**src/rtl/ddr_cmd_pkg.sv**
```systemverilog
// ddr_cmd_pkg: DDR4 command-slot definitions shared by the slot scheduler and
// the command decoder.
//   - Command type encoding carried in slot[2:0].
//   - Slot field offsets: type [2:0], bank [4:3], bg [6:5], addr from bit 7.
//   - CMD_WIDTH (one slot), NUM_SLOTS (slots per word), WDATA_WIDTH (one beat).
package ddr_cmd_pkg;

  localparam int CMD_WIDTH   = 32;
  localparam int NUM_SLOTS   = 4;
  localparam int WDATA_WIDTH = 512;

  typedef enum logic [2:0] {
    CMD_NOP = 3'd0,
    CMD_PRE = 3'd1,
    CMD_ACT = 3'd2,
    CMD_RD  = 3'd3,
    CMD_WR  = 3'd4,
    CMD_REF = 3'd5,
    CMD_ZQ  = 3'd6
  } cmd_type_e;

  localparam int CMD_TYPE_LSB = 0;
  localparam int CMD_TYPE_W   = 3;
  localparam int CMD_BANK_LSB = 3;
  localparam int CMD_BANK_W   = 2;
  localparam int CMD_BG_LSB   = 5;
  localparam int CMD_BG_W     = 2;
  localparam int CMD_ADDR_LSB = 7;

endpackage : ddr_cmd_pkg

```
**src/rtl/cmd_slot_scheduler.sv**
```systemverilog
// cmd_slot_scheduler: places single DDR4 commands into 4-slot decoder words,
// honouring a per-command minimum NOP gap, and attaches one write-data beat to
// the word carrying a WR. One word is produced per clk while enabled.
//
// Ports:
//   clk, rst          clock; synchronous active-high reset
//   enable            scheduling enable (out_valid follows it one cycle later)
//   cmd_in_data/gap   command slot contents and minimum NOP slots before it
//   cmd_in_valid/ready  command handshake (ready = hold empty or issuing)
//   wd_in_data        write-data beat
//   wd_in_valid/ready   beat handshake (ready only while a WR issues)
//   out_data          {wdata[511:0], slot3, slot2, slot1, slot0}
//   out_valid         word valid
//   wd_stall_cnt      saturating count of cycles a WR waited for its beat
//   busy              hold register occupied
module cmd_slot_scheduler
  import ddr_cmd_pkg::*;
#(
  parameter int SLOT_WIDTH  = CMD_WIDTH,
  parameter int WDATA_WIDTH = ddr_cmd_pkg::WDATA_WIDTH,
  parameter int DLY_WIDTH   = 8,
  parameter int CNT_WIDTH   = 16
) (
  input  logic                                      clk,
  input  logic                                      rst,
  input  logic                                      enable,
  input  logic [SLOT_WIDTH-1:0]                     cmd_in_data,
  input  logic [DLY_WIDTH-1:0]                      cmd_in_gap,
  input  logic                                      cmd_in_valid,
  output logic                                      cmd_in_ready,
  input  logic [WDATA_WIDTH-1:0]                    wd_in_data,
  input  logic                                      wd_in_valid,
  output logic                                      wd_in_ready,
  output logic [NUM_SLOTS*SLOT_WIDTH+WDATA_WIDTH-1:0] out_data,
  output logic                                      out_valid,
  output logic [CNT_WIDTH-1:0]                      wd_stall_cnt,
  output logic                                      busy
);

  localparam int OUT_WIDTH = NUM_SLOTS * SLOT_WIDTH + WDATA_WIDTH;

  function automatic logic [DLY_WIDTH-1:0] sat_sub(input logic [DLY_WIDTH-1:0] a,
                                                   input logic [DLY_WIDTH-1:0] b);
    return (a > b) ? (a - b) : '0;
  endfunction

  // Hold register, gap bookkeeping and output registers.
  logic                  hold_valid_q, hold_valid_d;
  logic [SLOT_WIDTH-1:0] hold_cmd_q,   hold_cmd_d;
  logic [DLY_WIDTH-1:0]  hold_gap_q,   hold_gap_d;
  logic [DLY_WIDTH-1:0]  idle_q,       idle_d;
  logic [CNT_WIDTH-1:0]  stall_cnt_q,  stall_cnt_d;
  logic [OUT_WIDTH-1:0]  out_data_q,   out_data_d;
  logic                  out_valid_q,  out_valid_d;

  logic                  hold_is_wr;
  logic                  slot_due;
  logic                  issue;
  logic                  wr_stall;
  logic                  accept;
  logic [1:0]            slot_idx;
  logic [DLY_WIDTH:0]    idle_sum;
  logic [DLY_WIDTH-1:0]  idle_inc;
  logic [NUM_SLOTS*SLOT_WIDTH-1:0] slots_w;
  logic [WDATA_WIDTH-1:0]          wdata_w;

  assign hold_is_wr = (hold_cmd_q[CMD_TYPE_LSB +: CMD_TYPE_W] == CMD_WR);
  assign slot_due   = enable && hold_valid_q && (hold_gap_q < DLY_WIDTH'(NUM_SLOTS));
  assign issue      = slot_due && (!hold_is_wr || wd_in_valid);
  assign wr_stall   = slot_due && hold_is_wr && !wd_in_valid;
  assign slot_idx   = hold_gap_q[1:0];

  assign cmd_in_ready = !hold_valid_q || issue;
  assign wd_in_ready  = issue && hold_is_wr;
  assign accept       = cmd_in_valid && cmd_in_ready;

  assign idle_sum = {1'b0, idle_q} + (DLY_WIDTH+1)'(NUM_SLOTS);
  assign idle_inc = idle_sum[DLY_WIDTH] ? '1 : idle_sum[DLY_WIDTH-1:0];

  // Word build: the issued command lands in slot hold_gap[1:0], all else NOP.
  always_comb begin
    slots_w = '0;
    for (int unsigned i = 0; i < NUM_SLOTS; i++) begin
      if (issue && (slot_idx == 2'(i))) begin
        slots_w[i*SLOT_WIDTH +: SLOT_WIDTH] = hold_cmd_q;
      end
    end
    wdata_w = (issue && hold_is_wr) ? wd_in_data : '0;
  end

  always_comb begin
    out_data_d  = {wdata_w, slots_w};
    out_valid_d = enable;

    // idle counts NOP slots after the last issued command up to the end of
    // the current word; a refill subtracts it so hold_gap is relative to
    // slot 0 of the next word.
    if (!enable) begin
      idle_d = idle_q;
    end else if (issue) begin
      idle_d = DLY_WIDTH'(2'd3 - slot_idx);
    end else begin
      idle_d = idle_inc;
    end

    hold_valid_d = hold_valid_q;
    hold_cmd_d   = hold_cmd_q;
    hold_gap_d   = hold_gap_q;
    if (issue) begin
      hold_valid_d = 1'b0;
    end else if (enable && hold_valid_q) begin
      hold_gap_d = sat_sub(hold_gap_q, DLY_WIDTH'(NUM_SLOTS));
    end
    if (accept) begin
      hold_valid_d = 1'b1;
      hold_cmd_d   = cmd_in_data;
      hold_gap_d   = sat_sub(cmd_in_gap, idle_d);
    end

    stall_cnt_d = stall_cnt_q;
    if (wr_stall && (stall_cnt_q != '1)) begin
      stall_cnt_d = stall_cnt_q + 1'b1;
    end
  end

  always_ff @(posedge clk) begin
    if (rst) begin
      hold_valid_q <= 1'b0;
      hold_cmd_q   <= '0;
      hold_gap_q   <= '0;
      idle_q       <= '1;
      stall_cnt_q  <= '0;
      out_data_q   <= '0;
      out_valid_q  <= 1'b0;
    end else begin
      hold_valid_q <= hold_valid_d;
      hold_cmd_q   <= hold_cmd_d;
      hold_gap_q   <= hold_gap_d;
      idle_q       <= idle_d;
      stall_cnt_q  <= stall_cnt_d;
      out_data_q   <= out_data_d;
      out_valid_q  <= out_valid_d;
    end
  end

  assign out_data     = out_data_q;
  assign out_valid    = out_valid_q;
  assign wd_stall_cnt = stall_cnt_q;
  assign busy         = hold_valid_q;

endmodule : cmd_slot_scheduler

```
**config.mk**
```make
export PLATFORM = sky130hd
export DESIGN_NAME = cmd_slot_scheduler
export DESIGN_NICKNAME = d
export VERILOG_FILES = /design/src/rtl/ddr_cmd_pkg.sv /design/src/rtl/cmd_slot_scheduler.sv
export SDC_FILE = /design/constraint.sdc
export NUM_CORES = 1
export LEC_CHECK = 0
export CAP_MARGIN = 20
export CORE_AREA = 4 4 466 468
export DETAILED_ROUTE_END_ITERATION = 16
export DIE_AREA = 0 0 470 472
export HOLD_SLACK_MARGIN = 0.08
export PLACE_DENSITY = 0.3
export SETUP_SLACK_MARGIN = 0.02
export SYNTH_ARGS = -nofsm -noshare
export SYNTH_HDL_FRONTEND = slang
export SYNTH_SLANG_ARGS = --single-unit
```
**constraint.sdc**
```tcl
create_clock -name clk -period 5.9 [get_ports clk]
set_clock_uncertainty 0.1 [all_clocks]
set_input_delay 1.18 -clock clk [delete_from_list [all_inputs] [get_ports clk]]
set_output_delay 1.18 -clock clk [all_outputs]
set_load 0.005 [all_outputs]
```
# Word-level counts from Yosys, hierarchy flattened
# Index checks and enable logic that the tools add are counted.
word_totals:
  regBits: 706
  inputBits: 557
  out_inout_bits: 660
  word_cells: 66
classes:
  addsub: 5
  magnitude_cmp: 3
  n_eq_ne: 6
  n_mux: 10
  n_bitwise: 5
  reduce_logical: 26
op_table:
  columns: ["op", "n"]
  rows:
  - ["$mux W8", 8]
  - ["$add A16 B1 Y16 const B", 1]
  - ["$ne A16 B16 Y1 const B", 1]
  - ["$logic_and A1 B1 Y1", 12]
  - ["$reduce_or A2 Y1", 5]
  - ["$add A8 B3 Y9 const B", 1]
  - ["$gt A8 B3 Y1 const B", 1]
  - ["$gt A8 B8 Y1", 1]
  - ["$lt A8 B3 Y1 const B", 1]
  - ["$sub A8 B3 Y8 const B", 1]
  - ["$sub A8 B8 Y8", 1]
  - ["$not A1 Y1", 5]
  - ["$eq A2 B2 Y1 const B", 2]
  - ["$reduce_bool A2 Y1", 2]
  - ["$eq A3 B3 Y1 const B", 1]
  - ["$logic_not A1 Y1", 3]
  - ["$sub A2 B2 Y3 const A", 1]
  - ["$eq A2 B1 Y1 const B", 1]
  - ["$logic_not A2 Y1", 1]
  - ["$logic_or A1 B1 Y1", 2]
  - ["$mux W1", 2]
  - ["$ne A2 B1 Y1 const B", 1]
  - ["$reduce_and A2 Y1", 1]

# Depth between registers and ports, before layout
# Gate-level depths: netlist (run 1).
depth:
  word_depth: 9
  depth_mapped: 16
  depth_no_buf: 15

# Least setup slack after synthesis (run 1)
# OpenSTA, ideal clock, no wires.
synth_timing:
  path_kind: "input to register"
  from: "input port wd_in_valid"
  to: "register hold_gap_q[6]"
  setup_time_ns: 0.086
  arrival_ns: 3.853
  required_time_ns: 5.714
  slack_ns: 1.861
  path_stages: 14
  path_buffers: 1
  path_cell_list: "or4b_4 -> nand3_4 -> buf_2 -> a21boi_0 -> nor2_1 -> a31oi_1 -> ha_1 -> fa_1 -> nor2b_1 -> o211ai_1 -> a21boi_0 -> o31a_2 -> nand4_1 -> a211oi_1"
synth_between:
  elab_chain_cells: 7
  elab_cells_between_ends: 13
  cone_classes: "1 x add/sub; 1 x order compare; 1 x eq/ne; 4 x mux; 6 x reduce/logical"
synth_rtl:
  columns: ["item", "line", "text"]
  rows:
  - ["from (decl)", "cmd_slot_scheduler.sv:32", "input logic wd_in_valid,"]
  - ["$logic_or A1 B1 Y1 *", "cmd_slot_scheduler.sv:69", "assign issue = slot_due && (!hold_is_wr || wd_in_valid);"]
  - ["$logic_and A1 B1 Y1 *", "cmd_slot_scheduler.sv:69", null]
  - ["$mux W8 *", "cmd_slot_scheduler.sv:100", "end else if (issue) begin"]
  - ["$mux W8 *", "cmd_slot_scheduler.sv:98", "if (!enable) begin"]
  - ["named net idle_d[0]", "cmd_slot_scheduler.sv:51", "logic [DLY_WIDTH-1:0] idle_q, idle_d;"]
  - ["$sub A8 B8 Y8 or $gt A8 B8 Y1 (tied branches)", "cmd_slot_scheduler.sv:44", "return (a > b) ? (a - b) : '0;"]
  - ["$mux W8 *", "cmd_slot_scheduler.sv:44", null]
  - ["$mux W8 *", "cmd_slot_scheduler.sv:114", "if (accept) begin"]
  - ["to (signal assigned)", "cmd_slot_scheduler.sv:138", "hold_gap_q <= hold_gap_d;"]
  - ["to (decl)", "cmd_slot_scheduler.sv:50", "logic [DLY_WIDTH-1:0] hold_gap_q, hold_gap_d;"]
# The timed path passes the listed nets; every way through them passes the cells marked *.
# A chain may end at the register's enable or synchronous reset.

# Worst setup path after layout (run 1)
layout_timing:
  from: "input port wd_in_valid"
  to: "output port cmd_in_ready"
layout_between:
  elab_chain_cells: 3
layout_rtl:
  columns: ["item", "line", "text"]
  rows:
  - ["$logic_or A1 B1 Y1", "cmd_slot_scheduler.sv:69", null]
  - ["$logic_and A1 B1 Y1", "cmd_slot_scheduler.sv:69", null]
  - ["$logic_or A1 B1 Y1", "cmd_slot_scheduler.sv:73", "assign cmd_in_ready = !hold_valid_q || issue;"]
  - ["to (decl)", "cmd_slot_scheduler.sv:30", "output logic cmd_in_ready,"]
# No other way between the ends.

==> reports/results.txt, run 1 <==
Status: finished clean
Worst skew pair latency: 720 ps
Synth-to-Final Area Change: 92.10%
Fin crit period: 4447 ps
Peak supply drop: 0.2133 mV
Root Buffer: clkbuf_16
DRC Markers: 0
Die width: 470 µm
IO Pins: 1217
Drt pass-1 iters: 5
Setup total negative slack: 0 ps
Synth Warn #: 0
Crit path DAT: 3170 ps
Initial antenna violation count: 207
Post-synth EDFFs: 0
CTS-repair resized insts: 0
Max frequency: 224.9 MHz
Clock buffer depth: 3
Share of layout cells above drive strength 1: 0.06423
Setup violators final: 0
Yosys cell types: 60
Pwr Density: 313.6 mW/mm²
Worst Tran Pin Value: 989.0 ps
Maximum Capacitance Violations: 0
M1 WL: 55490 µm
Vias in the first global route: 18610
Core area: 0.2136 mm²
Hold-fix buffers at CTS: 0
CTS Sinks: 706
Static Leak: 14.47 nW
HPWL after DPL: 134500 µm
Top sig layer: met5
Vias per Instance: 3.002
Post-synth net total: 2348
Final Cycle Share: 0.7537
Met2 wire len: 74530 µm
Drt first-iter violations: 602
Grt ovf: 0
FF+latch area: 0.01413 mm²
Nets: 3594
Final wirelength: 159900 µm
Met3 wire length: 23780 µm
Netlist Area Pre-Place: 0.02056 mm²
Final ANT Viol Nets: 0
CTS HTree Levels: 3
Final hold vios: 0
Clk slew on worst S/H paths: 60 ps
Cells after synthesis: 1779
Global-route wire length before repair: 201700 µm
Cell Area, Placed: 0.03616 mm²
Worst Hold Class: reg -> reg
Hold_ws: 384.8 ps
Max Slew Vio Count: 0
Initial Util: 0.09628
Post-CTS Setup Repair Bufs: 0
Die area: 0.2218 mm²
Multi-input logic area: 0.006057 mm²
Chip Height: 472 µm
FP Rows: 170
Port bufs: 1216
Async SR Flop Fraction: 0
DR WL/cell: 26.79 µm
Worst setup margin: 1453 ps
Ys flop type: dfxtp_1
Worst EP required: 4620 ps
Placer Congestion: 0.8368
Synthesized area per cell: 11.56 µm²
Fill cells: 23690
Post-place setup slack: 1037 ps
Worst-path maximum fanout: 14
Endpoint class of the critical path: output port
Max-slew headroom: 0.3407
Finished Cell Area: 0.03950 mm²
Gr usage total: 0.1392
Crit start category: primary input
Post-synthesis sequential area ratio: 0.6874
TritonCTS buffer count: 99
FF+latch count, synth: 706
RSZ-0062 raised after global routing: false
Largest net degree at the start of global routing: 143
Crit Path Class: in -> out
Via Count: 17920
CTS tree: built
## critical path: stages
cell and delay (ps):
clkdlybuf4s50_1 480, or4b_4 560, nand3_4 80, buf_4 230
nand2_1 100, clkdlybuf4s50_1 520
## sequential cells by signal, summed over array words and instances, names as in the netlist
| signal | count |
|---|---|
| hold_gap_q | 8 |
| hold_cmd_q | 32 |
| wd_stall_cnt | 16 |
| busy | 1 |
| out_data | 640 |
| out_valid | 1 |
| idle_q | 8 |
## cell usage after synthesis (2+ instances only)
| cell | count | area share |
|---|---|---|
| nand4b_1 | 2 | 0.00085 |
| a21o_1 | 5 | 0.0018 |
| or2_2 | 3 | 0.00091 |
| nor2b_1 | 3 | 0.00091 |
| o21bai_1 | 2 | 0.00073 |
| a21oi_1 | 52 | 0.013 |
| and2_1 | 640 | 0.19 |
| a21boi_0 | 2 | 0.00073 |
| and4b_1 | 2 | 0.00097 |
| nor3b_1 | 3 | 0.0011 |
| nor4b_4 | 2 | 0.0023 |
| mux2i_1 | 3 | 0.0015 |
| nor3_1 | 5 | 0.0012 |
| nor3_2 | 3 | 0.0015 |
| clkbuf_1 | 79 | 0.014 |
| and3_1 | 6 | 0.0018 |
| o21ai_0 | 10 | 0.0024 |
| and4_1 | 3 | 0.0013 |
| inv_1 | 9 | 0.0016 |
| nor4_1 | 3 | 0.00091 |
| a211oi_1 | 3 | 0.0011 |
| dfxtp_1 | 706 | 0.69 |
| ha_1 | 11 | 0.0067 |
| o21ai_1 | 2 | 0.00049 |
| buf_2 | 9 | 0.0022 |
| xor2_1 | 8 | 0.0034 |
| a31oi_1 | 4 | 0.0012 |
| nand2b_1 | 10 | 0.0030 |
| nor2_1 | 32 | 0.0058 |
| nand3b_1 | 3 | 0.0011 |
| nand2_1 | 88 | 0.016 |
| xnor2_1 | 9 | 0.0038 |
| or3_1 | 6 | 0.0018 |
| o21a_1 | 4 | 0.0015 |
| nand4_1 | 7 | 0.0021 |
| nand3_1 | 15 | 0.0037 |
| a21boi_2 | 2 | 0.0011 |
## cell families (layout without fill, tap and decap cells)
group	count (synthesis)	in the layout	synth area share
buffers and inverters	98	1417	0.01862
AND/OR/NAND/NOR	841	841	0.2455
AO/OA/AOI/OAI	102	102	0.03207
adder cells (fa/ha/maj)	12	12	0.007667
other	0	32	0
flip-flops	706	706	0.6874
XOR/XNOR	17	17	0.007242
multiplexers	3	3	0.001461
## cell type report
type,count,share of cell area
Sequential cell,706,0.3578
Clock inverter,38,0.01102
Inverter,9,0.0008553
Clock buffer,136,0.07131
Multi-Input combinational cell,975,0.1534
Timing Repair Buffer,1234,0.3137
Antenna cell,32,0.002027
Tap cell,2838,0.08990
## metrics by stage
step / utilization / instances / power [mW]
finish: 0.1849 / 5968 / 12.38
global placement: 0.1693 / 5762 / 6.407
global route: 0.1847 / 5948 / 12.99
floorplan: - / 1779 / 5.685
CTS: 0.1846 / 5936 / 12.74
detailed placement: 0.1693 / 5762 / 6.397
## report_power, final
group	switching (mW)	internal, mW	total (mW)	leakage, nW
clock network	2.48	3.63	6.11	1.59
registers	0.103	4.86	4.96	5.69
logic	0.624	0.686	1.31	7.18
## routing by layer
layer | vias to the layer above | GRT usage
li1 | 8128 | -
met1 | 8199 | 0.1382
met2 | 1068 | 0.2296
met3 | 419 | 0.09588
met4 | 104 | 0.05006
met5 | - | 0
## final timing paths
path	startpoint	to	slack, ps	cells past startpoint
setup / recovery	wd_in_valid	cmd_in_ready	1450	6
hold / removal	hold_cmd_q[19]$_SDFFE_PP0P_	hold_cmd_q[19]$_SDFFE_PP0P_	380	2
setup reg to reg	hold_cmd_q[2]$_SDFFE_PP0P_	hold_gap_q[7]$_SDFFE_PP0P_	2070	11
hold reg to reg	hold_cmd_q[19]$_SDFFE_PP0P_	hold_cmd_q[19]$_SDFFE_PP0P_	380	2
## layout by cell type (no fill, tap or decap), types with 8 or more instances in the layout
cell             instances
inv_1                    9
a21oi_1                 52
clkinv_2                17
dfxtp_1                706
diode_2                 32
ha_1                    11
o21ai_0                 10
xor2_1                   8
nand3_1                 15
clkbuf_1                17
nor2_1                  30
xnor2_1                  9
and2_1                 640
nand2b_1                10
clkbuf_16               99
buf_4                   11
clkdlybuf4s50_1       1215
clkbuf_8                20
nand2_1                 88
Power figures use the tool's default switching activity.
==> inputs of run 2 (changes only) <==
- clock period: 5.9 -> 4.4 ns (I/O delays scaled with it)
==> run 2 against run 1 <==
Net effect:
- via count decreased by 0.46%
- power increased by 35%
- largest cell class unchanged
- first-iteration DRC count increased by 8.5%
- critical path type unchanged
- non-clock buffer count increased by 28
==> reports/results.txt, run 2 (synthesis results as in run 1) <==
Worst EP required: 3420 ps
Pwr Density: 420.5 mW/mm²
Fin crit period: 3819 ps
Peak supply drop: 0.2915 mV
Max-slew headroom: 0.5443
DRC Markers: 0
Highest-count cells in the layout ignoring fill and taps: clkdlybuf4s50_1, dfxtp_1, and2_1
Placer Congestion: 0.8372
Vias per Instance: 2.976
Gr usage total: 0.1407
Tot Pwr: 16.68 mW
Crit Path Class: in -> out
Die area: 0.2218 mm²
Number of flip-flops in the largest register: 640
Worst skew pair latency: 720 ps
DR WL/cell: 26.93 µm
Clk slew on worst S/H paths: 50 ps
IO Pins: 1217
Grt ovf: 0
Worst-path maximum fanout: 14
Finished Cell Area: 0.03967 mm²
Final hold vios: 0
Hold-fix buffers at CTS: 0
Crit path DAT: 2840 ps
Setup violators final: 0
TritonCTS buffer count: 97
Status: finished clean
Endpoint class of the critical path: output port
Root Buffer: clkbuf_16
Via Count: 17840
Vias in the first global route: 18820
CTS Sinks: 706
Worst Hold Class: reg -> reg
Max frequency: 261.9 MHz
Static Leak: 14.60 nW
Chip Height: 472 µm
CTS tree: built
Drt first-iter violations: 653
Final wirelength: 161400 µm
Max Slew Vio Count: 0
Final Cycle Share: 0.8679
FP Rows: 170
Most common cell after layout, fill and taps aside: clkdlybuf4s50_1
Cell Area, Placed: 0.03636 mm²
CTS-repair resized insts: 0
Share of layout cells above drive strength 1: 0.07134
Drt pass-1 iters: 4
Crit start category: primary input
Post-CTS Setup Repair Bufs: 0
Global-route wire length before repair: 204500 µm
Final ANT Viol Nets: 0
Die width: 470 µm
Clock buffer depth: 3
Initial antenna violation count: 181
Maximum Capacitance Violations: 0
Largest net degree at the start of global routing: 114
Worst Tran Pin Value: 679.0 ps
Port bufs: 1216
Initial Util: 0.09628
Synth-to-Final Area Change: 92.96%
Core area: 0.2136 mm²
CTS HTree Levels: 3
Nets: 3620
RSZ-0062 raised after global routing: false
HPWL after DPL: 136300 µm
## run 2: changes by cell type in the layout (fill, tap and decap cells not counted), sizes merged
cell and delta:
buf +28, clkinvlp -4, clkbuf -3, inv +1, clkinv +6, diode -3
## run 2: path summary, 6_finish.rpt
path	startpoint	to	slack (ps)	cells past startpoint
setup / recovery	wd_in_valid	cmd_in_ready	580	6
hold / removal	hold_cmd_q[5]$_SDFFE_PP0P_	hold_cmd_q[5]$_SDFFE_PP0P_	390	2
setup reg to reg	hold_gap_q[5]$_SDFFE_PP0P_	hold_gap_q[6]$_SDFFE_PP0P_	680	11
hold reg to reg	hold_cmd_q[5]$_SDFFE_PP0P_	hold_cmd_q[5]$_SDFFE_PP0P_	390	2
## run 2: worst max-delay path: stages
cell and delay, ps:
clkdlybuf4s50_1 440, or4b_4 550, nand3_4 80, buf_4 230
nand2_1 100, clkdlybuf4s50_1 540
## run 2: where the power goes
part	switching [mW]	internal, mW	leakage, nW
clock network	3.36	4.76	1.59
logic	0.938	0.980	7.32
registers	0.124	6.52	5.69
## run 2: layer usage
| metal | up-vias | global-route usage | part of all wire |
|---|---|---|---|
| li1 | 8186 | - | - |
| met1 | 8157 | 0.1488 | 0.37 |
| met2 | 1040 | 0.2322 | 0.47 |
| met3 | 375 | 0.08420 | 0.13 |
| met4 | 78 | 0.04622 | 0.031 |
| met5 | - | 0 | 0.0032 |
## run 2: area by class of cell
class	count	area, µm²
Fill cell	23690	173900
Sequential cell	706	14130
Timing Repair Buffer	1262	12590
Multi-Input combinational cell	975	6057
Tap cell	2838	3551
Clock buffer	133	2724
Clock inverter	41	515.5
Antenna cell	29	72.57
Inverter	9	33.78
## run 2: metrics by stage
step | hold slack, ps | util | worst slack (ps) | std cells | TNS, ps
2_1_floorplan | 352.5 | - | 661.2 | 1779 | 0
3_3_place_gp | 371.9 | 0.1703 | -47.45 | 5790 | -47.45
3_5_place_dp | 383.7 | 0.1703 | -87.49 | 5790 | -87.49
4_1_cts | 391.6 | 0.1854 | 465.2 | 5964 | 0
5_1_grt | 415.2 | 0.1855 | 407.7 | 5972 | 0
6_report | 387.5 | 0.1858 | 581.3 | 5993 | 0
